--- config.mk ---
export PLATFORM = sky130hd
export DESIGN_NAME = cdc_tx_sched
export DESIGN_NICKNAME = d
export VERILOG_FILES = /design/src/rtl/cdc_tx_sched.sv
export SDC_FILE = /design/constraint.sdc
export NUM_CORES = 1
export LEC_CHECK = 0
export ABC_AREA = 1
export CAP_MARGIN = 20
export CORE_MARGIN = 4
export CORE_UTILIZATION = 50
export CTS_BUF_LIST = sky130_fd_sc_hd__clkbuf_8
export DETAILED_ROUTE_END_ITERATION = 12
export PLACE_DENSITY_LB_ADDON = 0.1
export RECOVER_POWER = 100
export SLEW_MARGIN = 5
export SYNTH_ARGS = -nofsm -noshare
export SYNTH_HDL_FRONTEND = slang
export SYNTH_SLANG_ARGS = --single-unit
export TNS_END_PERCENT = 1
--- constraint.sdc ---
create_clock -name clk -period 2.65 [get_ports clk]
set_input_delay 0.53 -clock clk [delete_from_list [all_inputs] [get_ports clk]]
set_output_delay 0.53 -clock clk [all_outputs]
set_load 0.03 [all_outputs]
--- src/rtl/cdc_tx_sched.sv ---
// Source-domain scheduler for a shared slow CDC channel: round-robin grant, then
// sequences data/enable so the word is stable across setup, enable pulse and recovery gap.
module cdc_tx_sched #(
    parameter int unsigned N_REQ     = 4,
    parameter int unsigned DW        = 4,
    parameter int unsigned SETUP_CYC = 1,
    parameter int unsigned HOLD_CYC  = 3,
    parameter int unsigned GAP_CYC   = 3
) (
    input  logic                     clk,
    input  logic                     rst,
    input  logic [N_REQ-1:0]         req,
    input  logic [N_REQ*DW-1:0]      data_in,
    output logic [N_REQ-1:0]         ack,
    output logic [$clog2(N_REQ)-1:0] grant_id,
    output logic [DW-1:0]            data_out,
    output logic                     data_en,
    output logic                     busy
);

    localparam int unsigned IW = $clog2(N_REQ);
    localparam int unsigned MaxAb = (SETUP_CYC > HOLD_CYC) ? SETUP_CYC : HOLD_CYC;
    localparam int unsigned CntMax = (MaxAb > GAP_CYC) ? MaxAb : GAP_CYC;
    localparam int unsigned CW = $clog2(CntMax + 1);

    typedef enum logic [1:0] {StIdle, StSetup, StHold, StGap} state_e;

    state_e          state_q;
    logic [CW-1:0]   cnt_q;
    logic [IW-1:0]   ptr_q;

    logic [DW-1:0]   words [N_REQ];
    logic            win_valid;
    logic [IW-1:0]   win_idx;
    logic [IW-1:0]   scan_idx;
    logic [IW-1:0]   ptr_next;

    for (genvar i = 0; i < N_REQ; i++) begin : g_words
        assign words[i] = data_in[i*DW +: DW];
    end

    // First set request scanning upward from the pointer, wrapping.
    always_comb begin
        win_valid = 1'b0;
        win_idx   = '0;
        scan_idx  = '0;
        for (int unsigned i = 0; i < N_REQ; i++) begin
            scan_idx = IW'((32'(ptr_q) + i) % N_REQ);
            if (!win_valid && req[scan_idx]) begin
                win_valid = 1'b1;
                win_idx   = scan_idx;
            end
        end
    end

    assign ptr_next = (grant_id == IW'(N_REQ - 1)) ? '0 : grant_id + IW'(1);

    always_ff @(posedge clk) begin
        if (rst) begin
            state_q  <= StIdle;
            cnt_q    <= '0;
            ptr_q    <= '0;
            ack      <= '0;
            grant_id <= '0;
            data_out <= '0;
            data_en  <= 1'b0;
            busy     <= 1'b0;
        end else begin
            ack <= '0;
            case (state_q)
                StIdle: begin
                    if (win_valid) begin
                        ack      <= N_REQ'(1) << win_idx;
                        grant_id <= win_idx;
                        data_out <= words[win_idx];
                        busy     <= 1'b1;
                        cnt_q    <= '0;
                        state_q  <= StSetup;
                    end
                end
                StSetup: begin
                    if (cnt_q == CW'(SETUP_CYC - 1)) begin
                        data_en <= 1'b1;
                        cnt_q   <= '0;
                        state_q <= StHold;
                    end else begin
                        cnt_q <= cnt_q + CW'(1);
                    end
                end
                StHold: begin
                    if (cnt_q == CW'(HOLD_CYC - 1)) begin
                        data_en <= 1'b0;
                        cnt_q   <= '0;
                        state_q <= StGap;
                    end else begin
                        cnt_q <= cnt_q + CW'(1);
                    end
                end
                StGap: begin
                    if (cnt_q == CW'(GAP_CYC - 1)) begin
                        busy    <= 1'b0;
                        ptr_q   <= ptr_next;
                        cnt_q   <= '0;
                        state_q <= StIdle;
                    end else begin
                        cnt_q <= cnt_q + CW'(1);
                    end
                end
                default: state_q <= StIdle;
            endcase
        end
    end

endmodule
==> Yosys cells after proc, flatten, opt, wreduce, memory -nomap -nowiden <==
Cells that the tools add are included.
{ "totals": {"regBits": 18, "out_inout_bits": 12} }
{ "classes": {"n_shift": 1, "reduce_logical": 17, "n_mux": 34, "magnitude_cmp": 5, "n_bitwise": 3, "add_sub_neg": 5, "eq_ne": 9} }
{ "ops": {"columns": ["cell", "count"], "rows": [
  ["2-to-1 mux 2 bit", 12],
  ["< comparator 2 x 3 -> 1 bit, second input constant", 4],
  ["2-to-1 mux 1 bit", 11],
  ["binary-select mux 1 bit (select 2 bit)", 4],
  ["binary-select mux 4 bit (select 2 bit)", 1],
  ["equality test 2 bit, second input constant", 4],
  ["2-to-1 mux 4 bit", 2],
  ["!= test 2 bit, second input constant", 4],
  ["case mux 2 bit (4 select lines)", 1],
  ["adder 2 x 1 -> 2 bit, second input constant", 3],
  ["case mux 2 bit (3 select lines)", 1],
  ["AND reduction 3 bit", 2],
  ["adder 2 bit, second input constant", 2],
  ["logical NOT 2 bit", 2],
  ["case mux 1 bit (2 select lines)", 2],
  ["AND reduction 2 bit", 2],
  ["AND reduction 4 bit", 1],
  ["nonzero test 2 bit", 2],
  ["<< shifter 1 x 2 -> 4 bit, first input constant", 1],
  ["greater-or-equal comparator 3 bit, second input constant", 1],
  ["logical AND 1 bit", 3],
  ["logical NOT 1 bit", 3],
  ["inverter 2 -> 3 bit", 1],
  ["OR reduction 3 bit", 1],
  ["3 further kinds", 4]
]} }

==> Depth between registers and ports, before layout <==
{ "logic_depth": {"depth_word": 16, "depth_mapped": 16} }

==> Least setup slack after synthesis <==
No wires, ideal clock.
{ "synth_path": {"kind": "input-to-reg", "from": "in req[3]", "to": "reg data_out[0]", "setup_time_ns": 0.109, "arrival_time_ns": 1.560, "cell_stages": 15, "path_slack_ns": 0.982, "n_path_buf": 1, "path_cell_list": "inv_1 nand2_2 nand3_2 nand2_4 nor2_8 nand2_1 nor2_2 inv_2 nand2_2 inv_2 buf_6 nor2_1 nor2_1 nand2_1 inv_1"} }
{ "synth_between": {"elab_chain_cells": 16, "word_cells_on_any_way": 27} }
{ "synth_rtl": {"columns": ["element", "line_no", "source"], "rows": [
  ["from (decl)", "12", "input logic [N_REQ-1:0] req,"],
  ["binary-select mux 1 bit (select 2 bit)", "49", "if (!win_valid && req[scan_idx]) begin"],
  ["2-to-1 mux 1 bit (not written as such)", "49", null],
  ["2-to-1 mux 1 bit", "49", null],
  ["logical NOT 1 bit", "49", null],
  ["logical AND 1 bit", "49", null],
  ["2-to-1 mux 1 bit", "49", null],
  ["logical NOT 1 bit", "49", null],
  ["logical AND 1 bit", "49", null],
  ["2-to-1 mux 1 bit", "49", null],
  ["logical NOT 1 bit", "49", null],
  ["logical AND 1 bit", "49", null],
  ["2-to-1 mux 2 bit", "49", null],
  ["inverter 2 -> 3 bit (not written as such)", "75", "data_out <= words[win_idx];"],
  ["binary-select mux 4 bit (select 2 bit)", "75", null],
  ["2-to-1 mux 4 bit (not written as such) (2 in a row)", "75", null],
  ["to (signal assigned)", "75", null],
  ["to (decl)", "16", "output logic [DW-1:0] data_out,"]
]} }
Several ways; a longest one is shown, not always the timed one. The select of a mux whose other input is x is not followed.
A chain may end at the register's enable or synchronous reset.

==> Worst setup path in the final report <==
{ "layout_path": {"from": "in req[2]", "to": "reg data_out[0]"} }
The elaborated chain is that of the path after synthesis.

==> impl_metrics.toml <==
[power]
switching_share = 0.418
leakagePower_nw = 0.934
clockPowerShare = 0.183
switching_power_uw = 498
combPwrFrac = 0.497
power.density_mw_per_mm2 = 681
internal-power_uw = 693
ir_drop_mv = 0.517
seqPwrFrac = 0.320

[clock_network]
cts_sinks = 18
post-cts-setup-buffers = 0
cts_root_buf = "clkbuf_8"
numCtsBuffers = 3
clock_latency_ps = 250
clk_pin_slew_ps = 70
htreeDepth = 1
cts_tree = "yes"
cts_resized = 0
ctsHoldBuffers = 0
clockBufferDepth = 2

[place]
gp_congestion = 0.906
dp_cells = 264
placed_cell_area_mm2 = 0.00170
io_buffers = 33
place_hpwl_um = 2620

[logic_synthesis]
syn_avg_cell_area_um2 = 6.67
synth_ff_type = "dfxtp_1"
yosys_warnings = 0
netlist-cell-type-count = 26
syn_area_mm2 = 0.00136
netlist_top_cells_count = "48 x nand2_1, 35 x inv_1, 22 x nand3_1"
synth-seq-cells = 18
synth_top_cell_by_area = "dfxtp_1"
seq_area_frac_synth = 0.265
synth_top_area_frac = 0.265
syn_nets = 235
yosysMostFrequentCell = "nand2_1"
synthTopCellsByArea = "dfxtp_1 26%, nand2_1 13%, inv_1 9.7%, ha_1 8.3%, nand3_1 8.1%"
synth_edf_count = 0
async_flop_share = 0
synthCells = 204

[final_layout]
final_area_mm2 = 0.00175
final_cells = 268
diodes = 0
final_core_util = 0.687
finalNetCount = 270
syn2layout_area_growth_pct = 28.5
drive_above_1_share = 0.109
fillers = 215

[floorplan]
die_h_um = 60.2
die-area_mm2 = 0.00362
start_util = 0.535
row_count = 18
dieWidth_um = 60.2
io_pins = 34
core_mm2 = 0.00254

[detailed_routing]
drtAntennaViolNets = 0
routedWlPerCell_um = 11.9
via_per_inst = 5.02
wl_um = 3200
drc = 0
drt_iter0_drc = 47
via_count = 1346
firstDrtPassIters = 4

[grt]
grt_pass1_vias = 1192
grt_max_degree = 13
antenna_found_initial = 0
grt_pass1_wl_um = 5270
grt-ovfl-total = 0
grt_usage = 0.190

[sta]
fmax_mhz = 442
finalSetupTns_ps = 0
rsz0062_at_grt = "no"
slew_headroom = 0.773
finalHoldViolCount = 0
drv_slew = 0
finalSetupViolCount = 0
finalClockSkew_ps = 0.769
hold_slack_ps = 508
period_needed_ps = 2260
period_share = 0.854
worst_pin_slew_ps = 339

[worst_hold_path]
hp-class = "reg2reg"
worstHoldStart = "grant_id[1]"
holdPathEnd = "grant_id[1]"
holdPathStages = 2

[setup_path]
max_stage_delay_ps = 550
crit_path_start_kind = "input port"
rr_startpoint = "ptr_q[0]"
cp_num_buf_inv = 5
cp_num_cells = 15
crit_path_cell_trace = "dlygate4sd3_1 -> inv_1 -> nand2_1 -> nand3_2 -> nand2_4 -> nor2_8 -> nand2_1 -> nor2_1 -> inv_2 -> nand2_1 -> inv_1 -> nor2_1 -> nor2_1 -> nand2_1 -> inv_1"
r2r-end = "data_out[0]"
critPathTopFamily = "simple AND/OR/NAND/NOR gates"
r2r_cells = 14
worst-path-max-fanout = 12
ff2ff_setup_slack_ps = 610
worstSetupPathType = "in2reg"
arrival_ps = 2410
crit_top_cell = "nand2_1"
end_kind = "flip-flop"
cp_slowest_cell = "dlygate4sd3_1"
critPathRequiredTime_ps = 2800

[status]
status = "complete, no violations"

[job]
maxCapViolCount = 0
## power by group through the flow
| stage | logic [mW] | registers [mW] | clock network, mW |
|---|---|---|---|
| finish | 0.592 | 0.381 | 0.218 |
| global route | 0.656 | 0.388 | 0.237 |
| CTS | 0.616 | 0.383 | 0.223 |
| detailed placement | 0.613 | 0.388 | 0 |
| global placement | 0.590 | 0.385 | 0 |
| floorplan | 0.338 | 0.477 | 0 |
## layout by cell type, fill, tap and decap left out, drive strengths merged
cell,count
o21bai,1
o211a,1
nand3b,4
o31a,1
clkbuf,4
nor2,20
dlygate4sd3,14
inv,39
a21oi,9
buf,1
nand2,60
o22ai,1
nand4,1
ha,9
clkdlybuf4s50,19
a31oi,1
nand3,25
dfxtp,18
o21ai,10
## metal layers
layer / GRT usage / wire (um)
met5: 0 / 0
met3: 0.0194 / 111
met1: 0.241 / 1410
met4: 0.0475 / 17
met2: 0.338 / 1670
## cell type report
cell class | instances | area (um2) | area share
Sequential cell | 18 | 360 | 0.206
Timing Repair Buffer | 34 | 338 | 0.193
Clock buffer | 4 | 55.1 | 0.0315
Multi-Input combinational cell | 143 | 812 | 0.464
Tap cell | 30 | 37.5 | 0.0215
Inverter | 39 | 146 | 0.0837
## per-stage QoR
step / total power, mW / setup slack [ps]
after floorplan: 0.815 / 982
after global placement: 0.975 / 359
after detailed placement: 1.00 / 348
after CTS: 1.22 / 600
after global routing: 1.28 / 222
final: 1.19 / 386
## sequential cells by signal, indices dropped and copies added (netlist names)
| register | count |
|---|---|
| ack | 4 |
| data_out | 4 |
| cnt_q | 2 |
| grant_id | 2 |
| ptr_q | 2 |
| state_q | 2 |
| busy | 1 |
| data_en | 1 |
## worst max-delay path by stage
stage	startpoint	to	slack, ps
finish	req[2]	data_out[0]	390
global route	req[2]	data_out[1]	220
global placement	req[2]	data_out[3]	360
CTS	req[2]	data_out[3]	600
floorplan	req[3]	data_out[0]	980
detailed placement	req[2]	data_out[3]	350
## tightest hold or removal path: cells and delay by family, from the launching register on
kind             cells  cell delay [ps]
DFF                  1              330
and+or+nand+nor      2              140
## kinds of logic (layout without fill, tap and decap cells)
family	Yosys count	in the layout	synth area share
AO/OA/AOI/OAI	24	24	0.104
adder cells (fa/ha/maj)	9	9	0.0827
buffers and inverters	43	77	0.135
flip-flops	18	18	0.265
AND/OR/NAND/NOR	110	110	0.414
No activity file was read; power rests on OpenSTA's default activity.
